===== config.mk =====
export PLATFORM = sky130hd
export DESIGN_NAME = wb_inst_feeder
export DESIGN_NICKNAME = d
export VERILOG_FILES = /design/src/rtl/wb_inst_feeder.sv
export SDC_FILE = /design/constraint.sdc
export NUM_CORES = 1
export LEC_CHECK = 0
export ABC_CLOCK_PERIOD_IN_PS = 11500
export BUFFER_PORTS_ARGS = -buffer_cell sky130_fd_sc_hd__clkbuf_2
export CORE_MARGIN = 4
export CORE_UTILIZATION = 44
export CTS_CLUSTER_SIZE = 25
export DETAILED_ROUTE_END_ITERATION = 6
export GPL_TIMING_DRIVEN = 0
export PLACE_DENSITY_LB_ADDON = 0.25
export REMOVE_ABC_BUFFERS = 1
export SLEW_MARGIN = 15
export SYNTH_ARGS = -nofsm -noshare
export SYNTH_HDL_FRONTEND = slang
export SYNTH_SLANG_ARGS = --single-unit

===== constraint.sdc =====
create_clock -name clk -period 11.5 [get_ports clk]
set_clock_uncertainty 0.05 [all_clocks]
set_input_delay 2.3 -clock clk [delete_from_list [all_inputs] [get_ports clk]]
set_output_delay 2.3 -clock clk [all_outputs]
set_load 0.01 [all_outputs]

===== src/rtl/wb_inst_feeder.sv =====
// Wishbone instruction feeder: a FIFO of 32-bit words served to a core as reads,
// with core-write capture and a run-cycle budget that gates the core and the slave FSM.
module wb_inst_feeder #(
  parameter int          WB_DWIDTH    = 128,
  parameter int          DEPTH        = 16,
  parameter logic [31:0] NOP_WORD     = 32'hF0801003,
  parameter int          ACK_LATENCY  = 0,
  parameter int          ERR_ON_EMPTY = 0
) (
  input  logic                       clk,
  input  logic                       rst_n,
  input  logic                       push_valid,
  input  logic [31:0]                push_data,
  output logic                       push_ready,
  output logic [$clog2(DEPTH):0]     fifo_level,
  input  logic                       run_load,
  input  logic [15:0]                run_count,
  output logic                       core_en,
  input  logic [31:0]                o_wb_adr,
  input  logic [WB_DWIDTH/8-1:0]     o_wb_sel,
  input  logic                       o_wb_we,
  input  logic [WB_DWIDTH-1:0]       o_wb_dat,
  input  logic                       o_wb_cyc,
  input  logic                       o_wb_stb,
  output logic [WB_DWIDTH-1:0]       i_wb_dat,
  output logic                       i_wb_ack,
  output logic                       i_wb_err,
  output logic                       cap_valid,
  output logic [31:0]                cap_adr,
  output logic [WB_DWIDTH-1:0]       cap_dat,
  output logic [WB_DWIDTH/8-1:0]     cap_sel
);

  localparam int AW    = $clog2(DEPTH);
  localparam int LW    = AW + 1;
  localparam int LANES = WB_DWIDTH / 32;

  typedef enum logic [1:0] {S_IDLE, S_WAIT, S_ACK} state_t;

  logic [31:0]          r_mem [DEPTH];
  logic [AW-1:0]        r_wr_ptr, r_rd_ptr;
  logic [LW-1:0]        r_level;
  state_t               r_state, w_state_nxt;
  logic [2:0]           r_wait_cnt, w_wait_nxt;
  logic [15:0]          r_budget, w_budget_nxt;
  logic                 r_core_en;
  logic                 r_ack, r_err, r_cap_valid;
  logic [WB_DWIDTH-1:0] r_dat, r_cap_dat;
  logic [31:0]          r_cap_adr;
  logic [WB_DWIDTH/8-1:0] r_cap_sel;

  logic                 w_full, w_empty, w_push, w_pop;
  logic                 w_enter_ack, w_rd, w_wr, w_err_nxt;
  logic [WB_DWIDTH-1:0] w_nop_bus, w_rd_bus;

  assign w_full  = (r_level == LW'(DEPTH));
  assign w_empty = (r_level == '0);

  // Run budget: a load always beats the per-cycle decrement.
  assign w_budget_nxt = run_load ? run_count :
                        (r_budget != 16'd0) ? r_budget - 16'd1 : r_budget;

  always_ff @(posedge clk) begin
    if (!rst_n) begin
      r_budget  <= '0;
      r_core_en <= 1'b0;
    end else begin
      r_budget  <= w_budget_nxt;
      r_core_en <= (w_budget_nxt != 16'd0);
    end
  end

  // NOTE: every signal driven here gets a default first, so no path can infer a latch.
  always_comb begin
    w_state_nxt = r_state;
    w_wait_nxt  = r_wait_cnt;
    w_enter_ack = 1'b0;
    if (r_core_en) begin
      case (r_state)
        S_IDLE: if (o_wb_cyc && o_wb_stb) begin
          if (ACK_LATENCY == 0) begin
            w_state_nxt = S_ACK;
            w_enter_ack = 1'b1;
          end else begin
            w_state_nxt = S_WAIT;
            w_wait_nxt  = 3'(ACK_LATENCY - 1);
          end
        end
        S_WAIT: begin
          if (!o_wb_cyc) begin
            w_state_nxt = S_IDLE;
            w_wait_nxt  = '0;
          end else if (r_wait_cnt == 3'd0) begin
            w_state_nxt = S_ACK;
            w_enter_ack = 1'b1;
          end else begin
            w_wait_nxt = r_wait_cnt - 3'd1;
          end
        end
        default: w_state_nxt = S_IDLE;
      endcase
    end
  end

  // The response is registered on the edge into ACK, so it is visible for the ACK cycle.
  assign w_rd      = w_enter_ack && !o_wb_we;
  assign w_wr      = w_enter_ack &&  o_wb_we;
  assign w_pop     = w_rd && !w_empty;
  assign w_err_nxt = w_rd && w_empty && (ERR_ON_EMPTY != 0);
  // A push at full is taken only when the same cycle pops, keeping the level at DEPTH.
  assign w_push    = push_valid && (!w_full || w_pop);

  always_comb begin
    for (int l = 0; l < LANES; l++) w_nop_bus[l*32 +: 32] = NOP_WORD;
    w_rd_bus       = w_nop_bus;
    w_rd_bus[31:0] = r_mem[r_rd_ptr];
  end

  // NOTE: the storage array carries no reset; validity comes only from the pointers and level.
  always_ff @(posedge clk) begin
    if (w_push) r_mem[r_wr_ptr] <= push_data;
  end

  always_ff @(posedge clk) begin
    if (!rst_n) begin
      r_wr_ptr <= '0;
      r_rd_ptr <= '0;
      r_level  <= '0;
    end else begin
      if (w_push) r_wr_ptr <= r_wr_ptr + AW'(1);
      if (w_pop)  r_rd_ptr <= r_rd_ptr + AW'(1);
      case ({w_push, w_pop})
        2'b10:   r_level <= r_level + LW'(1);
        2'b01:   r_level <= r_level - LW'(1);
        default: r_level <= r_level;
      endcase
    end
  end

  // NOTE: sequential state uses non-blocking assignments only, so every reader sees the pre-edge value.
  always_ff @(posedge clk) begin
    if (!rst_n) begin
      r_state     <= S_IDLE;
      r_wait_cnt  <= '0;
      r_ack       <= 1'b0;
      r_err       <= 1'b0;
      r_dat       <= w_nop_bus;
      r_cap_valid <= 1'b0;
      r_cap_adr   <= '0;
      r_cap_dat   <= '0;
      r_cap_sel   <= '0;
    end else if (r_core_en) begin
      r_state     <= w_state_nxt;
      r_wait_cnt  <= w_wait_nxt;
      r_ack       <= 1'b0;
      r_err       <= 1'b0;
      r_cap_valid <= 1'b0;
      if (w_rd) begin
        r_dat <= w_empty ? w_nop_bus : w_rd_bus;
        if (w_err_nxt) r_err <= 1'b1;
        else           r_ack <= 1'b1;
      end
      if (w_wr) begin
        r_ack       <= 1'b1;
        r_cap_valid <= 1'b1;
        r_cap_adr   <= o_wb_adr;
        r_cap_dat   <= o_wb_dat;
        r_cap_sel   <= o_wb_sel;
      end
    end
  end

  assign push_ready = !w_full;
  assign fifo_level = r_level;
  assign core_en    = r_core_en;
  assign i_wb_dat   = r_dat;
  assign i_wb_ack   = r_ack;
  assign i_wb_err   = r_err;
  assign cap_valid  = r_cap_valid;
  assign cap_adr    = r_cap_adr;
  assign cap_dat    = r_cap_dat;
  assign cap_sel    = r_cap_sel;

endmodule

Word level (Yosys, flattened, before mapping)
Memories as Yosys holds them, arrays and structs flattened. A register that Yosys moved wholly into a read port is not among the register bits. Cells that the tools add are included. Widths: inputs -> output; s select.

Bits in registers: 341. Bits in writable memories: 512. Input port bits: 231. Output and inout port bits: 314. Word-level logic and storage cells: 68. Memories: 1.

Memories: r_mem (words 16, bits a word 32, read ports 1, clocked after Yosys merged registers in 1, wr ports 1, RTL line 40) `logic [31:0] r_mem [DEPTH];`.

Add/sub/neg operators: 6. Eq/ne operators: 7. Mux-type cells: 22. Reductions and logical operators: 19.

Operators by type and width (count): $mux 16 (2); $mux 32 (1); $reduce_bool 16->1 (2); $sub 16x1->16 const B (1); $pmux 5 s2 (1); $mux 1 (9); $add 4x1->4 const B (2); $mux 4 (2); $mux 2 (3); $mux 3 (2); $reduce_and 3->1 (2); $add 5x1->5 const B (1); $eq 5x5->1 const B (1); $logic_and 1x1->1 (5); $logic_not 5->1 (1); $sub 5x1->5 const B (1); $eq 2x1->1 const B (2); $ne 2x2->1 const B (2); $pmux 2 s2 (1); $reduce_and 2->1 (2); $logic_not 1->1 (3); $logic_not 3->1 (1); $ne 3x3->1 const B (1); $sub 3x1->3 const B (1); 5 further kinds (5).

Depth between registers and ports, before layout
Word-level depth: 11. Mapped depth: 14. Depth with buffers taken out: 13.

Worst setup path after synthesis
Ideal clock, no wire load.

Path kind: input -> register. Start point: in o_wb_cyc. End point: mem r_mem[3][0] (enable). Setup time: 0.461 ns. Arrival: 5.679 ns. Data required time: 10.989 ns. Path slack: 5.310 ns. Cell stages on the path: 6. Path buffers: 1. Cell sequence: nand4b_1 -> nor2_1 -> o21a_1 -> clkbuf_1 -> nand2_1 -> nor3_1.

Longest elaborated chain between the ends: 10. Elaborated cells on any way between the ends: 11. Those cells by class: 6 x mux; 5 x reduce/logical.

RTL lines: start, declared (RTL line 23) `input logic o_wb_cyc,`; $logic_and 1x1->1 (RTL line 80) `S_IDLE: if (o_wb_cyc && o_wb_stb) begin`; $mux 1 (RTL line 80); $pmux 1 s2 * (RTL line 79) `case (r_state)`; $mux 1 * (RTL line 78) `if (r_core_en) begin`; $logic_and 1x1->1 * (RTL line 106) `assign w_rd = w_enter_ack && !o_wb_we;`; $logic_and 1x1->1 * (RTL line 108) `assign w_pop = w_rd && !w_empty;`; $logic_or 1x1->1 * (RTL line 111) `assign w_push = push_valid && (!w_full || w_pop);`; $logic_and 1x1->1 * (RTL line 111); $mux 1 * (RTL line 121) `if (w_push) r_mem[r_wr_ptr] <= push_data;`; $mux 1 (implied by the code) * (RTL line 121); end, declared (RTL line 40).

Every way passes the cells marked *; elsewhere a longest branch is shown, timed or not.

Worst setup path after layout
Start point: in o_wb_cyc. End point: mem r_mem[2][27] (enable).

The elaborated chain is that of the path after synthesis.

==> results.yml <==
power:
  clkPwrFrac: 0.435
  p_total_uw: 5757
  swShare: 0.2177
  power_density_mw_per_mm2: 163.2
  intPower_uw: 4504
  comb_power_share: 0.050
  ir_drop_v: 0.0001340
  p_switching_uw: 1253
  power_leakage_uw: 0.01245
  p_seq_frac: 0.515
logic_synthesis:
  synth.most_common_cell: "edfxtp_1"
  synth_area_leader_cell: "edfxtp_1"
  synth_flop_cell: "edfxtp_1"
  syn-cell-area_mm2: 0.02909
  synth-edff-count: 512
  syn_area_per_cell_um2: 14.47
  synth_cells: 2011
  yosysTopAreaCellShare: 0.5285
  ys_types: 53
  synth_commonest_cells: "512 x edfxtp_1, 382 x nand2_1, 245 x dfxtp_1, 212 x a21oi_1, 136 x mux4_2"
  yosys_warnings: 0
  synthArstFlopShare: 0
  synth_area_leaders: "edfxtp_1 53%, dfxtp_1 17%, mux4_2 11%"
  ys_seq_area_frac: 0.6971
  ys_seq_elements: 757
setup_path:
  crit_path_max_fanout: 10
  r2r_start: "r_state[1]"
  worst_setup_path_start_kind: "input pin"
  required_ps: 11780
  r2r_slack_ps: 7650
  setup.worst_path.class: "in -> reg"
  critPathCaptureType: "register"
  crit_arrival_ps: 5500
  reg2reg_to: "r_mem[2][27]"
  ff2ff_path_depth: 7
floorplan:
  ioPinCount: 545
  die_area_mm2: 0.07029
  rows: 94
  initial_core_util: 0.4433
  fp.dieH_um: 265.1
  core_area_mm2: 0.06563
  die_x_um: 265.1
clock_network:
  cts_inserted_buffers: 80
  tritoncts: "yes"
  cts_hold_buf: 0
  postCtsSetupBuffers: 0
  clockRootBuffer: "clkbuf_16"
  path_clk_slew_ps: 60
  cts_buffer_depth: 3
  clk_latency_ps: 630
  cts_sinks: 757
  cts_max_level: 3
  post_cts_resized: 0
sta:
  setup-tns-final_ps: 0
  fmax_ghz: 0.1916
  drv_slew: 0
  relSlewSlack: 0.3043
  final_hold_viol_count: 0
  fin_ws_ps: 6282
  period_needed_ps: 5218
  worstMarginPinSlew_ps: 1040
  finalCritPeriodShare: 0.4538
  grt_setup_unrepaired: "no"
  setup_viol: 0
  fin_hold_ws_ps: 402.6
hold_path:
  hold_path_depth: 2
  holdPathEnd: "cap_adr[22]"
  hp-start: "cap_adr[22]"
  hold_path_class: "reg -> reg"
global_routing:
  first_global_vias: 17673
  grt_pass1_wl_um: 120000
  grt_usage: 0.2304
  grt_max_degree: 127
  grt_overflow_total: 0
  antenna_found_initial: 17
place:
  numPortBuffers: 447
  post-place-ws_ps: 5546
  gp_congestion: 0.8649
  hpwl_um: 58040
final_layout:
  area_growth_pct: 21.23
  drive_above_1_share: 0.3088
  finish.utilization: 0.5374
  fill_cells: 5466
  layout.nets: 2708
run:
  max_cap_violations: 0
route:
  drt_pass1_iterations: 5
  wirelength_um: 83610
  drt_iter0_drc: 1265
  ant_nets: 0
  post_drt_via_cell_ratio: 5.343
  wl_per_cell_um: 24.56
  drc: 0
  num_vias: 18187
outcome:
  status: "finished, final reports clean"
==> flip-flops by register name (all words and copies together), names as in the netlist, named ones only <==
name and cells:
fifo_level 5, i_wb_ack 1, i_wb_dat 32, r_mem 512, r_rd_ptr 4, r_state 1
core_en 1, cap_dat 128, cap_sel 16, cap_valid 1, r_budget 16, r_wr_ptr 4
cap_adr 32
==> cell families after synthesis <==
logic type | share of synthesized area
AO/OA/AOI/OAI | 0.05884
XOR/XNOR | 0.005720
adder cells (fa/ha/maj) | 0.005419
buffers and inverters | 0.04344
flip-flops | 0.6971
multiplexers | 0.1142
other | 0.0002582
AND/OR/NAND/NOR | 0.07497
==> per-stage QoR <==
step                      instance area [um2]  instances
after floorplan                         28230       1886
after global placement                  31550       3197
after detailed placement                32700       3247
after CTS                               35240       3393
after global routing                    35260       3400
final                                   35270       3404
==> power by group through the flow <==
stage / combinational [uW] / sequential (uW) / clock (uW)
6_report: 287 / 2970 / 2500
5_1_grt: 315 / 2970 / 2680
4_1_cts: 290 / 2970 / 2560
3_5_place_dp: 288 / 3030 / 0
3_3_place_gp: 273 / 3030 / 0
2_1_floorplan: 138 / 3030 / 0
==> critical path: stages <==
cell	delay, ps
clkbuf_2	80
nand4b_1	200
nor2_1	840
o21a_1	510
nand2_1	340
nor3_2	710
buf_4	330
buf_6	170
==> area by class of cell <==
class / count / area (um2) / share of cell area
sequential: 757 / 20290 / 0.5755
timing repair buffer: 497 / 3228 / 0.09153
antenna: 11 / 27.53 / 0.0007805
clock inverter: 36 / 326.6 / 0.009260
inverter: 13 / 56.30 / 0.001597
multi-input combinational: 1116 / 8035 / 0.2278
tap: 864 / 1081 / 0.03065
clock buffer: 110 / 2217 / 0.06287
==> cell usage in the layout (no fill, tap or decap), types with 5 or more instances in the layout <==
cell type	instances
nor2_1	56
nand2_1	381
conb_1	97
xnor2_1	11
clkinv_2	15
mux2i_1	26
dfxtp_1	241
and2_1	6
clkinv_1	10
buf_4	13
mux4_2	136
a21oi_1	212
clkbuf_2	447
ha_1	11
nor4_1	8
xor2_1	8
a211oi_1	49
clkbuf_8	6
o22ai_1	9
clkbuf_1	22
clkbuf_16	82
o211ai_1	5
o21ai_0	9
nor3_1	5
edfxtp_1	512
nand2b_1	7
buf_12	8
diode_2	11
nor2_4	12
buf_16	25
nor2b_1	24
inv_1	11
==> worst max path at each step <==
| stage | start | end | slack (ps) |
|---|---|---|---|
| CTS | o_wb_cyc | r_mem[2][22] | 6200 |
| global route | o_wb_cyc | fifo_level[4] | 6070 |
| finish | o_wb_cyc | r_mem[2][27] | 6280 |
| global placement | register | i_wb_dat[4] | 1630 |
| floorplan | register | i_wb_dat[11] | 4460 |
| detailed placement | o_wb_cyc | r_mem[2][2] | 5550 |
==> routing by layer <==
layer / vias to the layer above / part of all wire / track usage / wire (um)
met1: 9222 / 0.38 / 0.2860 / 32170
met2: 651 / 0.50 / 0.3822 / 41620
met3: 138 / 0.082 / 0.07224 / 6880
met4: 12 / 0.034 / 0.08638 / 2853
li1: 8164 / - / - / -
met5: - / 0.00099 / 0 / 83
(Power assumes the default switching activity.)
